File: src/rtl/bit_decompose_pkg.sv
// Shared constants and FSM state type for the bit_decompose block.
package bit_decompose_pkg;

  localparam int unsigned MASK_W = 32;
  localparam int unsigned IDX_W  = $clog2(MASK_W);

  typedef enum logic [0:0] {
    IDLE,
    EMIT
  } state_e;

endpackage

File: src/rtl/lsb_enc.sv
// Combinational lowest-set-bit encoder: index of the lowest 1 plus an any-set flag.
module lsb_enc
  import bit_decompose_pkg::*;
#(
  parameter int unsigned WIDTH = MASK_W,
  parameter int unsigned IDXW  = IDX_W
) (
  input  logic [WIDTH-1:0] vec,
  output logic [IDXW-1:0]  idx,
  output logic             any
);

  // Scan from the top down so the lowest set bit is the last to win.
  always_comb begin
    idx = '0;
    for (int i = int'(WIDTH) - 1; i >= 0; i--) begin
      if (vec[i]) idx = IDXW'(i);
    end
    any = |vec;
  end

endmodule

File: src/rtl/bit_decompose.sv
// Splits a captured bit mask into one beat per set bit, lowest index first,
// with a valid/ready handshake on both sides.
module bit_decompose
  import bit_decompose_pkg::*;
#(
  parameter int unsigned WIDTH = MASK_W,
  parameter int unsigned IDXW  = IDX_W
) (
  input  logic             clk,
  input  logic             rst_n,
  input  logic             in_valid,
  output logic             in_ready,
  input  logic [WIDTH-1:0] in_mask,
  output logic             out_valid,
  input  logic             out_ready,
  output logic [IDXW-1:0]  out_idx,
  output logic             out_last,
  output logic             out_zero,
  output logic             busy
);

  if (WIDTH != MASK_W || IDXW != $clog2(WIDTH)) begin : gen_param_err
    $error("bit_decompose: only WIDTH=32 with IDXW=5 is supported");
  end

  state_e           state_q, state_d;
  logic [WIDTH-1:0] rem_q, rem_d;
  logic [WIDTH-1:0] rem_clr;
  logic [IDXW-1:0]  lsb_idx;
  logic             lsb_any;
  logic             single;

  lsb_enc #(
    .WIDTH (WIDTH),
    .IDXW  (IDXW)
  ) u_lsb_enc (
    .vec (rem_q),
    .idx (lsb_idx),
    .any (lsb_any)
  );

  // rem with its lowest set bit cleared; zero means this beat is the last.
  assign rem_clr = rem_q & (rem_q - WIDTH'(1));
  assign single  = (rem_clr == '0);

  always_comb begin
    state_d   = state_q;
    rem_d     = rem_q;
    in_ready  = 1'b0;
    busy      = 1'b0;
    out_valid = 1'b0;
    out_idx   = '0;
    out_last  = 1'b0;
    out_zero  = 1'b0;
    unique case (state_q)
      IDLE: begin
        in_ready = 1'b1;
        if (in_valid) begin
          rem_d   = in_mask;
          state_d = EMIT;
        end
      end
      EMIT: begin
        busy      = 1'b1;
        out_valid = 1'b1;
        out_idx   = lsb_idx;
        out_last  = single;
        // rem can only be zero in EMIT when the captured mask itself was zero.
        out_zero  = ~lsb_any;
        if (out_ready) begin
          rem_d = rem_clr;
          if (single) state_d = IDLE;
        end
      end
      default: state_d = IDLE;
    endcase
  end

  always_ff @(posedge clk or negedge rst_n) begin
    if (!rst_n) begin
      state_q <= IDLE;
      rem_q   <= '0;
    end else begin
      state_q <= state_d;
      rem_q   <= rem_d;
    end
  end

endmodule
File: config.mk
export PLATFORM = sky130hd
export DESIGN_NAME = bit_decompose
export DESIGN_NICKNAME = d
export VERILOG_FILES = /design/src/rtl/bit_decompose_pkg.sv /design/src/rtl/lsb_enc.sv /design/src/rtl/bit_decompose.sv
export SDC_FILE = /design/constraint.sdc
export NUM_CORES = 1
export LEC_CHECK = 0
export ABC_AREA = 1
export BUFFER_PORTS_ARGS = -buffer_cell sky130_fd_sc_hd__buf_2
export CAP_MARGIN = 30
export CELL_PAD_IN_SITES_DETAIL_PLACEMENT = 0
export CELL_PAD_IN_SITES_GLOBAL_PLACEMENT = 1
export CORE_UTILIZATION = 42
export CTS_CLUSTER_DIAMETER = 80
export DETAILED_ROUTE_END_ITERATION = 8
export HOLD_SLACK_MARGIN = 0.12
export MAX_ROUTING_LAYER = met4
export PLACE_DENSITY_LB_ADDON = 0.1
export RECOVER_POWER = 100
export SETUP_SLACK_MARGIN = 0.3
export SLEW_MARGIN = 5
export SYNTH_ARGS = -nofsm -noshare
export SYNTH_HDL_FRONTEND = slang
export SYNTH_HIERARCHICAL = 1
export SYNTH_SLANG_ARGS = --single-unit
File: constraint.sdc
create_clock -name clk -period 3.29 [get_ports clk]
set_input_delay 0.658 -clock clk [delete_from_list [all_inputs] [get_ports clk]]
set_output_delay 0.658 -clock clk [all_outputs]
set_load 0.01 [all_outputs]
-- Word-level counts from Yosys, hierarchy flattened
Cells that the tools add are included.
- add/sub/neg operators: 1
- reductions and logical operators: 3
- muxes and demuxes: 44
- equality and inequality tests: 2
- bitwise gates (word level): 3
- operators by type and width (cell ; count):
    $mux W5 ; 33
    $mux W32 ; 2
    $pmux W32 S2 ; 1
    $and A32 B32 Y32 ; 1
    $logic_not A32 Y1 ; 1
    $reduce_or A32 Y1 ; 1
    $sub A32 B1 Y32 const B ; 1
    $mux W1 ; 7
    $ne A2 B2 Y1 const B ; 2
    $not A1 Y1 ; 2
    $pmux W1 S2 ; 1
    $reduce_and A2 Y1 ; 1
- input port bits: 36
- logic and storage cells: 55
- bits in registers: 33
- output and inout bits: 10

-- Depth between registers and ports, before layout
Gate-level depths: netlist (run 1).
- depth after elaboration: 33
- depth in mapped cells: 33
- depth with buffers taken out: 33

-- Cells and area by module
Netlist (run 1), hierarchy kept.
- by module, submodules not included (module ; sequential area each (sq um) ; area each (sq um) ; cells an instance ; instances):
    bit_decompose ; 825.8 ; 2331.0 ; 370 ; 1
    lsb_enc ; 0.0 ; 470.5 ; 107 ; 1

-- Worst setup path after synthesis (run 1)
OpenSTA, ideal clock, no wires.
- path kind: reg2out
- start: register rem_q[30]
- end: output out_idx[0]
- stages on the path, launching flop included: 34
- data arrival time: 1.879 ns
- path buffers: 0
- setup slack: 0.753 ns
- required time: 2.632 ns
- cell sequence: dfrtp_1 > inv_1 > nand2_1 > nand2_1 > nand2_1 > nand2_1 > nand2_1 > nand2_1 > nand2_1 > nand2_1 > nand2_1 > nand2_1 > nand2_1 > nand2_1 > nand2_1 > nand2_1 > nand2_1 > nand2_1 > nand2_1 > nand2_1 > nand2_1 > nand2_1 > nand2_1 > nand2_1 > nand2_1 > nand2_1 > nand2_1 > nand2_1 > nand2_1 > nand2_1 > nand2_1 > a21oi_2 > nand2_1 > inv_1
- word-level cells in the longest chain between the ends: 32
- RTL lines (item ; RTL line ; text):
    start, declared ; bit_decompose.sv:27 ; logic [WIDTH-1:0] rem_q, rem_d;
    start signal, assigned ; bit_decompose.sv:85 ; rem_q <= rem_d;
    $mux W5 (31 in a row) ; lsb_enc.sv:17 ; if (vec[i]) idx = IDXW'(i);
    via lsb_idx[0] ; bit_decompose.sv:29 ; logic [IDXW-1:0] lsb_idx;
    $mux W5 ; bit_decompose.sv:55 ; unique case (state_q)
    end, declared ; bit_decompose.sv:16 ; output logic [IDXW-1:0] out_idx,
The timed path passes the listed nets, and every way through them passes these cells.

-- Worst setup path after layout (run 1)
Same ends and word-level chain as after synthesis.

==> results.py, run 1 <==
metrics = {
    "run_status": {
        "status": "complete, but fails checks",
        "violations": "max-capacitance violations, max-slew violations",
    },
    "critical_path": {
        "critPathMaxFanout": 2,
        "crit_required_ns": 2.63,
        "setup.worst_path.end_class": "primary output",
        "cp-start-kind": "flop",
        "cp.arrival_ns": 2.50,
        "cpMostUsedCell": "nand2_1",
        "cp_slowest_cell": "dfrtp_1",
        "path_class": "flop to primary output",
        "max_stage_delay_ns": 0.37,
    },
    "placed_design": {
        "place_congestion": 0.929,
        "place_hpwl_mm": 6.01,
        "port-buffer-count": 45,
        "pre_cts_slack_ns": 0.459,
        "placedCellCount": 589,
        "dpl_cell_area_um2": 3090,
    },
    "synth": {
        "yosys.area_share.adder": 0,
        "synth_compound_area_frac": 0.167,
        "synth_xor_area_frac": 0,
        "yosysTopAreaCell": "dfrtp_1",
        "netlist_instances": 477,
        "yosysSeqAreaShare": 0.295,
        "ys_warn_count": 6,
        "synth-main-ff-cell": "dfrtp_1",
        "synth.avg_cell_area_um2": 5.87,
        "synth_area_leaders": "dfrtp_1 29%, nand2_1 20%, nor2_1 12%, o21ai_0 9.5%, inv_1 7.2%",
        "synth_top_family_by_area": "simple AND/OR/NAND/NOR gates",
        "async_reset_ff_frac": 1.00,
        "yosys.cell_count.top_type": "nand2_1",
        "synth_common_cells": "151 x nand2_1, 91 x nor2_1, 54 x inv_1, 53 x o21ai_0, 33 x dfrtp_1",
        "yosys_register_bits": 33,
        "synth_cell_types": 33,
        "synth_nets": 513,
        "muxShareOfSynthArea": 0,
        "synth_top_area_share": 0.295,
        "netlist_area_um2": 2800,
        "yosys.area_share.simple": 0.427,
        "synth_edf_count": 0,
    },
    "cells_and_area": {
        "finalInstanceArea_um2": 3410,
        "instances_no_fill": 608,
        "n_antenna_cell": 0,
        "fin_nets": 566,
        "utilization": 0.535,
        "drive_above_1_share": 0.243,
        "syn2layout_area_growth_pct": 21.9,
    },
    "timing": {
        "setup_ws_ns": 0.128,
        "tns_ns": 0,
        "timing.hold.ws_ns": 0.581,
        "period_share": 0.961,
        "period_needed_ns": 3.16,
        "tightest_slew_ns": 1.89,
        "hold_viol": 0,
        "fin_worst_skew_ns": 0.00607,
        "slew_violations": 34,
        "fmaxAchievable_ghz": 0.316,
        "rsz0062_at_grt": "yes",
        "setup_violations": 0,
        "relSlewSlack": -0.261,
    },
    "clock_network": {
        "cts_buffer_depth": 2,
        "cts_tree": "done",
        "h-tree-depth": 2,
        "root_buffer": "clkbuf_8",
        "holdBufCountCts": 0,
        "cts_buffers": 5,
        "clkLatencyLatePin_ns": 0.29,
        "clkSlewWorstSetupHoldPaths_ns": 0.07,
        "clock-sinks": 33,
    },
    "pwr": {
        "vdd_drop_max_mv": 0.860,
        "p_leak_nw": 1.78,
        "p_per_area_nw_per_um2": 1100,
        "totalPowerFinal_mw": 3.77,
    },
    "detailed_routing": {
        "antenna_left": 0,
        "drt_iter0_markers": 154,
        "drc_errors": 0,
        "num_vias": 3038,
        "wl_mm": 8.19,
        "routedWlPerCell_um": 13.5,
        "routed_via_density": 5.00,
        "drtPass1Iterations": 4,
    },
    "floorplan": {
        "core-area_um2": 6390,
        "die-area_um2": 7000,
        "num_rows": 29,
        "fp.dieH_um": 83.7,
        "io_pins": 46,
        "die_x_um": 83.7,
        "initial_utilization": 0.439,
    },
    "run": {
        "maxCapViolCount": 1,
    },
    "global_routing": {
        "grt-ovfl-total": 0,
        "grtUsageTotal": 0.248,
        "grt_pass1_vias": 2840,
        "grt_pass1_wl_mm": 13.6,
        "grt_max_degree": 34,
        "antenna_found_initial": 0,
    },
    "hold_path": {
        "hp-class": "flop to flop",
    },
}
## worst paths after layout
check | cells after the start | slack, ns | endpoint | start
max | 34 | 0.13 | out_idx[0] | rem_q[30]$_DFFE_PN0P_
min | 2 | 0.58 | rem_q[14]$_DFFE_PN0P_ | rem_q[14]$_DFFE_PN0P_
max reg2reg | 7 | 0.53 | rem_q[25]$_DFFE_PN0P_ | state_q$_DFF_PN0_
min reg2reg | 2 | 0.58 | rem_q[14]$_DFFE_PN0P_ | rem_q[14]$_DFFE_PN0P_
max in group asynchronous | 1 | 1.17 | rem_q[25]$_DFFE_PN0P_ | rst_n
min in group asynchronous | 1 | 0.87 | rem_q[17]$_DFFE_PN0P_ | rst_n
## per-layer routing
| metal | part of all wire | GRT usage | vias up |
|---|---|---|---|
| li1 | - | - | 1603 |
| met1 | 0.48 | 0.315 | 1378 |
| met2 | 0.48 | 0.424 | 52 |
| met3 | 0.033 | 0.0326 | 5 |
| met4 | 0.0067 | 0.0462 | 0 |
| met5 | 0 | - | - |
## kinds of logic after synthesis
logic type,count (synthesis)
DFF,33
buffers and inverters,74
and+or+nand+nor,283
AOI/OAI and AO/OA,87
## area by class of cell
class                      count  area (um2)
clock buffer                   7        86.3
clock inverter                 1        30.0
timing repair buffer          59         318
fill                         688        2970
sequential                    33         846
tap                           77        96.3
multi-input combinational    370        1780
inverter                      61         256
## flip-flops by register name, indices dropped and copies added (netlist names)
signal,count
state_q,1
rem_q,32
## critical path: cells and delay by family, from the launching register on
kind	cells	cell delay, ns
AO/OA/AOI/OAI	1	0.12
flip-flops	1	0.37
AND/OR/NAND/NOR	30	1.49
buffers and inverters	3	0.24
## layout by cell type (no fill, tap or decap), drive strengths merged, types with 3 or more instances in the layout
cell type    n
a21oi       15
buf         51
bufinv       3
clkbuf      15
dfrtp       33
inv         58
nand2      158
nand3       13
nor2       103
o21ai       55
o22ai       10
## where the power goes
group,internal (mW),switching (mW)
Combinational,0.989,1.66
Clock,0.247,0.159
Sequential,0.517,0.192
Total,1.75,2.01
## what timing repair did
item,CTS,global route
buffers inserted,2,8
gates resized for setup,1,51
pin swaps,1,18
endpoints found under the setup margin,2,3
Note: power is estimated with default switching activity, not from simulation.
==> inputs of run 2 (changes only) <==
--- a/config.mk
+++ b/config.mk
@@ -15,7 +15,7 @@
 export DETAILED_ROUTE_END_ITERATION = 8
 export HOLD_SLACK_MARGIN = 0.12
 export MAX_ROUTING_LAYER = met4
-export PLACE_DENSITY_LB_ADDON = 0.1
+export PLACE_DENSITY = 0.87
 export RECOVER_POWER = 100
 export SETUP_SLACK_MARGIN = 0.3
 export SLEW_MARGIN = 5
==> results.py, run 2 (synthesis gave the netlist of run 1 again) <==
metrics = {
    "placed_design": {
        "place_congestion": 0.930,
        "place_hpwl_mm": 6.20,
        "dpl_cell_area_um2": 3090,
        "port-buffer-count": 45,
    },
    "floorplan": {
        "num_rows": 29,
        "core-area_um2": 6390,
        "die_x_um": 83.7,
        "fp.dieH_um": 83.7,
        "io_pins": 46,
        "initial_utilization": 0.439,
        "die-area_um2": 7000,
    },
    "cells_and_area": {
        "n_antenna_cell": 0,
        "finalInstanceArea_um2": 3250,
        "syn2layout_area_growth_pct": 16.1,
        "top_register": "rem_q",
        "utilization": 0.509,
        "drive_above_1_share": 0.196,
        "fin_nets": 562,
        "mostFrequentLayoutCell": "nand2_1",
        "final_cell_mix": "151 x nand2_1, 84 x nor2_1, 54 x inv_1",
        "largest_register_ffs": 32,
        "reg_top3": "rem_q x32, state_q x1",
    },
    "detailed_routing": {
        "antenna_left": 0,
        "routedWlPerCell_um": 13.5,
        "wl_mm": 8.11,
        "drt_iter0_markers": 132,
        "routed_via_density": 5.05,
        "num_vias": 3039,
        "drtPass1Iterations": 4,
        "drc_errors": 0,
    },
    "clock_network": {
        "cts_buffers": 5,
        "cts_tree": "done",
        "root_buffer": "clkbuf_8",
        "clkLatencyLatePin_ns": 0.29,
        "holdBufCountCts": 0,
        "clock-sinks": 33,
        "h-tree-depth": 2,
        "clkSlewWorstSetupHoldPaths_ns": 0.07,
        "cts_buffer_depth": 2,
    },
    "critical_path": {
        "setup.worst_path.end_class": "primary output",
        "cp-start-kind": "flop",
        "cpMostUsedCell": "nand2_1",
        "cp_slowest_cell": "dfrtp_1",
        "r2r_start": "state_q$_DFF_PN0_",
        "cp.arrival_ns": 2.44,
        "critPathMaxFanout": 5,
        "path_class": "flop to primary output",
        "crit_required_ns": 2.63,
        "startpoint": "rem_q[28]$_DFFE_PN0P_",
        "max_stage_delay_ns": 0.44,
    },
    "hold_path": {
        "worstHoldStart": "in_mask[9]",
        "hp-class": "primary input to flop",
    },
    "timing": {
        "rsz0062_at_grt": "yes",
        "slew_violations": 34,
        "period_needed_ns": 3.10,
        "timing.hold.ws_ns": 0.594,
        "setup_violations": 0,
        "fin_worst_skew_ns": 0.00982,
        "relSlewSlack": -0.277,
        "period_share": 0.943,
        "hold_viol": 0,
        "fmaxAchievable_ghz": 0.322,
        "tightest_slew_ns": 1.91,
    },
    "global_routing": {
        "grtUsageTotal": 0.249,
        "grt-ovfl-total": 0,
        "grt_pass1_wl_mm": 13.6,
        "grt_pass1_vias": 2871,
        "grt_max_degree": 36,
        "antenna_found_initial": 0,
    },
    "pwr": {
        "p_per_area_nw_per_um2": 1060,
        "vdd_drop_max_mv": 0.623,
        "p_leak_nw": 1.76,
    },
    "run_status": {
        "violations": "max-capacitance violations, max-slew violations",
        "status": "complete, but fails checks",
    },
    "run": {
        "maxCapViolCount": 1,
    },
}
==> run 2: layer usage <==
layer | wire (um) | global-route usage | share of wire
met5 | 0 | - | 0
met4 | 141 | 0.0770 | 0.017
met3 | 275 | 0.0307 | 0.034
met2 | 3900 | 0.428 | 0.48
met1 | 3800 | 0.306 | 0.47
==> run 2: what timing repair did <==
item / in CTS / in global routing
pin swaps: 0 / 3
buffers inserted: 2 / 5
gates resized for setup: 1 / 17
endpoints found under the setup margin: 1 / 3
==> run 2: through the flow <==
stage | setup WS, ns | power (mW) | TNS, ns | std cells
detailed placement | 0.478 | 3.04 | 0 | 589
CTS | 0.175 | 3.36 | 0 | 597
floorplan | 0.753 | 2.40 | 0 | 477
global placement | 0.485 | 3.03 | 0 | 589
global route | -0.115 | 3.81 | -0.462 | 602
finish | 0.188 | 3.45 | 0 | 602
==> run 2: path summary, 6_finish.rpt <==
check / end / slack (ns) / cells past startpoint
worst max-delay path: out_idx[0] / 0.19 / 32
worst min-delay path: rem_q[9]$_DFFE_PN0P_ / 0.59 / 3
worst max register to register: rem_q[20]$_DFFE_PN0P_ / 0.33 / 6
worst min register to register: rem_q[25]$_DFFE_PN0P_ / 0.60 / 2
max in group asynchronous: rem_q[1]$_DFFE_PN0P_ / 1.14 / 1
min in group asynchronous: rem_q[12]$_DFFE_PN0P_ / 0.90 / 1
==> run 2: power breakdown <==
part	switching [mW]	internal, mW	total [mW]
combinational	1.57	0.902	2.47
clock	0.157	0.139	0.297
sequential	0.171	0.514	0.685
==> run 2: worst max-delay path, delay by kind of cell (launching register included) <==
family | cells | cell delay, ns
compound gates | 1 | 0.11
buf+inv | 3 | 0.25
flops | 1 | 0.44
simple gates | 28 | 1.35
==> run 2: final cells by class <==
class,instances,area [um2]
fill,713,3130
multi-input combinational,370,1690
sequential,33,837
timing repair buffer,55,295
inverter,61,256
tap,77,96.3
clock buffer,5,68.8
clock inverter,1,5.00
